--- src/rtl/cpu_pkg.sv ---
// Shared definitions for the 8-bit RISC datapath.
// Opcode encodings and default widths.
package cpu_pkg;

  localparam int CPU_AWIDTH = 5;
  localparam int CPU_DWIDTH = 8;
  localparam int OP_W       = 3;

  localparam logic [OP_W-1:0] OP_HLT = 3'h0;
  localparam logic [OP_W-1:0] OP_SKZ = 3'h1;
  localparam logic [OP_W-1:0] OP_ADD = 3'h2;
  localparam logic [OP_W-1:0] OP_AND = 3'h3;
  localparam logic [OP_W-1:0] OP_XOR = 3'h4;
  localparam logic [OP_W-1:0] OP_LDA = 3'h5;
  localparam logic [OP_W-1:0] OP_STO = 3'h6;
  localparam logic [OP_W-1:0] OP_JMP = 3'h7;

endpackage

--- src/rtl/cpu_alu.sv ---
// Combinational ALU: A is the accumulator, B the memory word.
// Opcodes without an arithmetic role pass A through.
module cpu_alu
  import cpu_pkg::*;
#(
  parameter int DWIDTH = CPU_DWIDTH
) (
  input  logic [DWIDTH-1:0] a,
  input  logic [DWIDTH-1:0] b,
  input  logic [OP_W-1:0]   opcode,
  output logic [DWIDTH-1:0] result
);

  // Select the result by opcode; carry out of ADD is dropped.
  always_comb begin
    result = a;
    unique case (opcode)
      OP_ADD:  result = a + b;
      OP_AND:  result = a & b;
      OP_XOR:  result = a ^ b;
      OP_LDA:  result = b;
      default: result = a;
    endcase
  end

endmodule

--- src/rtl/cpu_datapath.sv ---
// IR, PC and AC registers plus address mux for the RISC core.
// Feeds opcode/zero back to the controller.
module cpu_datapath
  import cpu_pkg::*;
#(
  parameter int AWIDTH = CPU_AWIDTH,
  parameter int DWIDTH = CPU_DWIDTH
) (
  input  logic              clk,
  input  logic              rst_n,
  input  logic              ld_ir,
  input  logic              ld_ac,
  input  logic              ld_pc,
  input  logic              inc_pc,
  input  logic              sel,
  input  logic              data_e,
  input  logic              halt,
  input  logic [DWIDTH-1:0] data_in,
  output logic [AWIDTH-1:0] addr,
  output logic [DWIDTH-1:0] data_out,
  output logic              data_oe,
  output logic [OP_W-1:0]   opcode,
  output logic              zero,
  output logic              halted
);

  if (DWIDTH != OP_W + AWIDTH) begin : g_width_err
    $error("cpu_datapath: DWIDTH must equal 3+AWIDTH");
  end

  logic [DWIDTH-1:0] ir;
  logic [AWIDTH-1:0] pc;
  logic [DWIDTH-1:0] ac;
  logic [DWIDTH-1:0] alu_out;
  logic [AWIDTH-1:0] operand;

  assign opcode  = ir[DWIDTH-1:AWIDTH];
  assign operand = ir[AWIDTH-1:0];

  cpu_alu #(
    .DWIDTH(DWIDTH)
  ) u_alu (
    .a     (ac),
    .b     (data_in),
    .opcode(opcode),
    .result(alu_out)
  );

  // Architectural registers; reset line is active-high here.
  always_ff @(posedge clk or posedge rst_n) begin
    if (rst_n) begin
      ir     <= '0;
      pc     <= '0;
      ac     <= '0;
      halted <= 1'b0;
    end else if (halt) begin
      halted <= 1'b1;
    end else begin
      if (ld_ir) ir <= data_in;
      if (ld_ac) ac <= alu_out;
      if (ld_pc) pc <= operand;
      else if (inc_pc) pc <= pc + AWIDTH'(1);
    end
  end

  assign addr     = sel ? pc : operand;
  assign data_out = ac;
  assign data_oe  = data_e;
  assign zero     = (ac == '0);

endmodule

--- config.mk ---
export PLATFORM = sky130hd
export DESIGN_NAME = cpu_datapath
export DESIGN_NICKNAME = d
export VERILOG_FILES = /design/src/rtl/cpu_pkg.sv /design/src/rtl/cpu_alu.sv /design/src/rtl/cpu_datapath.sv
export SDC_FILE = /design/constraint.sdc
export NUM_CORES = 1
export LEC_CHECK = 0
export ABC_AREA = 1
export CAP_MARGIN = 15
export CORE_ASPECT_RATIO = 0.9
export CORE_MARGIN = 2
export CORE_UTILIZATION = 50
export DETAILED_ROUTE_END_ITERATION = 8
export PLACE_DENSITY = 0.88
export SYNTH_ARGS = -nofsm -noshare
export SYNTH_HDL_FRONTEND = slang
export SYNTH_SLANG_ARGS = --single-unit
--- constraint.sdc ---
create_clock -name clk -period 1.94 [get_ports clk]
set_input_delay 0.388 -clock clk [delete_from_list [all_inputs] [get_ports clk]]
set_output_delay 0.388 -clock clk [all_outputs]
set_load 0.01 [all_outputs]
# Yosys cells after proc, flatten, opt, wreduce, memory -nomap -nowiden
# Index checks and enable logic that the tools add are counted.
# totals
ff_bits	22
inputBits	17
output_inout_bits	19
word_cells	23
# op_classes
addsub	2
n_eq_ne	4
muxes	4
bitwise_logic	3
n_reduce_logical	6
# ops
cell	count
$pmux 8 s4	1
$mux 5	3
$add 8x8->8	1
$and 8x8->8	1
$logic_not 8->1	1
$xor 8x8->8	1
$eq 3x2->1 const B	2
$eq 3x3->1 const B	2
$add 5x1->5 const B	1
$reduce_and 2->1	2
$reduce_bool 4->1	1
$reduce_and 3->1	1
$reduce_bool 2->1	1
$not 1->1	1

# Depth between registers and ports, before layout
# Gate-level depths: netlist of run 1.
# logic_depth
word_depth	3
depth_mapped	11

# By module
# From an unflattened synthesis of run 1, not the netlist that was laid out.
# unflattened
hier_cells	259
hier_area_um2	1764.2
# by_module_without_submodules
module	instances	cells_each	area_each_um2
cpu_datapath	1	138	1083.5
cpu_alu	1	121	680.7

# Worst setup path before layout of run 1
# Ideal clock, no wire load.
# synth_path
path_type	register to register
from	register ac[0] (netlist: data_out[0])
to	register ac[2] (netlist: data_out[2])
setup_time_ps	125
t_arrival_ps	1505
required_time_ps	1815
path_slack_ps	310
stages_incl_launch_ff	6
path_buffers	0
path_cell_list	dfrtp_1 > ha_1 > fa_1 > or2_2 > a31oi_1 > a21oi_1
# synth_between
elab_chain_cells	2
# synth_lines
element	line	source
start, declared	cpu_datapath.sv:33	logic [DWIDTH-1:0] ac;
start signal, assigned	cpu_datapath.sv:60	if (ld_ac) ac <= alu_out;
$add 8x8->8	cpu_alu.sv:18	OP_ADD: result = a + b;
$pmux 8 s4	cpu_alu.sv:17	unique case (opcode)
# Every way passes these cells.
# A chain may end at the register's enable or synchronous reset.

# Worst setup path after layout of run 1
# layout_path
from	register ac[7] (netlist: data_out[7])
to	output port zero
# layout_between
elab_chain_cells	1
# layout_lines
element	line	source
$logic_not 8->1	cpu_datapath.sv:69	assign zero = (ac == '0);
end, declared	cpu_datapath.sv:23	output logic zero,
# Every way passes these cells.

==> flow_summary.toml, run 1 <==
[cells_and_area]
diodes = 0
utilization_pct = 68.6
nets = 302
areaGrowthSynthToFinish_pct = 30.1
design_area_um2 = 2100
fillCellCount = 236
layout-drive-gt1-share_pct = 13.1

[min_path]
hold_class = "input port to async pin"

[routing]
drt-vias-per-instance = 5.26
routed_wl_um = 3980
vias = 1661
detail-route-antenna-nets = 0
avgRoutedWirePerCell_um = 12.6
drtIter0Drc = 114
first_pass_iters = 5
drc = 0

[logic_synthesis]
synthCells = 232
synth_cell_types = 31
yosysMostFrequentCell = "nand2_1"
synthFlopType = "dfrtp_1"
ys_warn_count = 0
postSynthAreaPerCell_um2 = 6.97
mappedNetlistNets = 259
synth_top_area_share_pct = 34.1
ys_top_cells_by_count = "nand2_1, inv_1, nor2_1, dfrtp_1, a21oi_1"
ys_ff_latch = 22
syn_area_um2 = 1620
yosysSeqAreaShare_pct = 34.1
async_reset_ff_share_pct = 100
synth_top_area_cell = "dfrtp_1"
synth_area_leaders = "dfrtp_1, nand2_1, inv_1"
synth_edf_count = 0

[timing]
finalClockSkew_ps = 4.16
fmaxAchievable_ghz = 0.528
setup_violations = 0
period_needed_ps = 1890
slew-limit-headroom_pct = 74.3
finalHoldViolCount = 0
rsz0062_at_grt = "no"
fin_crit_sh_pct = 97.6
drv_slew = 0
tightest_slew_ps = 383

[floorplanning]
coreArea_um2 = 3070
die_area_um2 = 3700
die_w_um = 63.9
die_h_um = 57.9
io-pin-count = 36
start_util_pct = 52.7
num_rows = 19

[clocking]
htreeDepth = 1
clk_path_buf_depth = 2
cts_buffers = 3
cts_root_buf = "clkbuf_4"
cts_tree = "built"
post_cts_buffers = 0
clk_pin_slew_ps = 130
hold_buffers = 0
insertion_delay_ps = 310
cts_num_sinks = 22

[grt]
grt_max_degree = 23
track_usage_pct = 23.2
antenna_found_initial = 0
grt_remaining_overflow = 0
grt_pass1_wl_um = 6750
grt_pass1_vias = 1533

[place]
place_hpwl_um = 3070
globalplace.congestion = 0.902
portBuffers = 33
detailed_place.area_um2 = 2040

[setup_path]
worstPathArrival_ps = 1510
crit_chain = "nor4_2 > and2_1 > dlygate4sd2_1"
start_kind = "flop"
cp_max_fo = 2
critPathRequiredTime_ps = 1550
slowest_stage = "dfrtp_1"
worstSetupPathType = "flop to output port"
max_stage_delay_ps = 430
crit_buf_inv = 1
end_kind = "output port"
cp_top_family = "simple AND/OR/NAND/NOR gates"

[status]
outcome = "completed"

[pwr]
p_leak_nw = 1.05
p_per_area_nw_per_um2 = 1140
power.total_w = 0.00241
irDropWorstVdd_mv = 0.644

[run]
maxCapViolations = 0
-- final cells by class --
cell class	instances	area, um2	area share, %
Clock buffer	3	22.5	1.07
Sequential cell	22	551	26.2
Inverter	38	143	6.78
Clock inverter	1	30.0	1.43
Tap cell	42	52.6	2.50
Timing Repair Buffer	46	422	20.0
Multi-Input combinational cell	164	883	42.0
-- layer usage --
metal / vias up / track usage, % / share of wire (%) / wire, um
met2: 78 / 36.3 / 46 / 1830
met3: 11 / 2.52 / 8.0 / 320
met1: 737 / 33.3 / 44 / 1740
met4: 0 / 9.01 / 2.2 / 86
met5: - / 0 / 0 / 0
li1: 835 / - / - / -
-- power breakdown --
| group | internal (W) | switching [W] | leakage (nW) | total, W |
|---|---|---|---|---|
| combinational | 0.000622 | 0.000711 | 0.773 | 0.00133 |
| sequential | 0.000580 | 0.000135 | 0.252 | 0.000716 |
| clock | 0.000209 | 0.000150 | 0.0279 | 0.000359 |
-- worst paths after layout --
| kind | startpoint | end | slack [ps] | cells after the start |
|---|---|---|---|---|
| hold / removal | rst_n | ir[6]$_DFFE_PP0P_ | 390 | 3 |
| setup reg to reg | data_out[0]$_DFFE_PP0P_ | data_out[4]$_DFFE_PP0P_ | 220 | 11 |
| min in group clk | halted$_DFFE_PP0P_ | halted$_DFFE_PP0P_ | 480 | 1 |
| hold reg to reg | halted$_DFFE_PP0P_ | halted$_DFFE_PP0P_ | 480 | 1 |
| max in group asynchronous | rst_n | pc[0]$_DFFE_PP0P_ | 1320 | 3 |
| setup / recovery | data_out[7]$_DFFE_PP0P_ | zero | 50 | 3 |
-- kinds of logic (layout without fill, tap and decap cells) --
group / after synthesis / after routing / synth area share [%]
adder cells (fa/ha/maj): 10 / 10 / 8.20
AND/OR/NAND/NOR: 106 / 106 / 29.1
AO/OA/AOI/OAI: 45 / 45 / 14.9
flip-flops: 22 / 22 / 34.1
XOR/XNOR: 3 / 3 / 1.63
buffers and inverters: 46 / 88 / 12.2
-- worst register-to-register path: stages (launching register included) --
cell and delay, ps:
dfrtp_1 450, ha_2 210, fa_1 370, nand2_1 100
nand3_1 120, nand2_1 80, nand2_1 50, nand2_1 50
nand2_1 50, nand2_1 80, nand2_1 50, nand2_1 60
-- what timing repair did --
item	in CTS	in global routing
endpoints found under the setup margin	6	5
resized for setup	3	4
pin swaps	1	0
-- cells in the final DEF, fill, tap and decap left out, drive strengths merged, types with 2 or more instances in the layout --
| cell type | instances |
|---|---|
| nor2 | 27 |
| clkbuf | 4 |
| or2 | 2 |
| a21oi | 18 |
| dfrtp | 22 |
| inv | 38 |
| ha | 9 |
| nand2 | 54 |
| clkdlybuf4s50 | 31 |
| xor2 | 3 |
| nor3 | 4 |
| buf | 13 |
| o211ai | 3 |
| nand3 | 15 |
| o21ai | 20 |
| nor4 | 2 |
-- through the flow --
stage | hold WS [ps] | cells | setup TNS (ps) | setup WS, ps
global route | 412 | 316 | 0 | 7.68
CTS | 401 | 316 | 0 | 46.6
floorplan | 377 | 232 | 0 | 310
finish | 389 | 316 | 0 | 46.3
detailed placement | 460 | 312 | -1570 | -220
global placement | 449 | 312 | -1310 | -194
-- state kept, by name (all words and copies together), names as in the netlist --
register  count
ir            8
halted        1
pc            5
data_out      8
(Power assumes the default switching activity.)
==> run 2, diff against run 1 <==
- HOLD_SLACK_MARGIN: default -> 0.02
==> results of run 2 <==
Same layout as run 1: the final DEF is identical, and so are final timing and power.
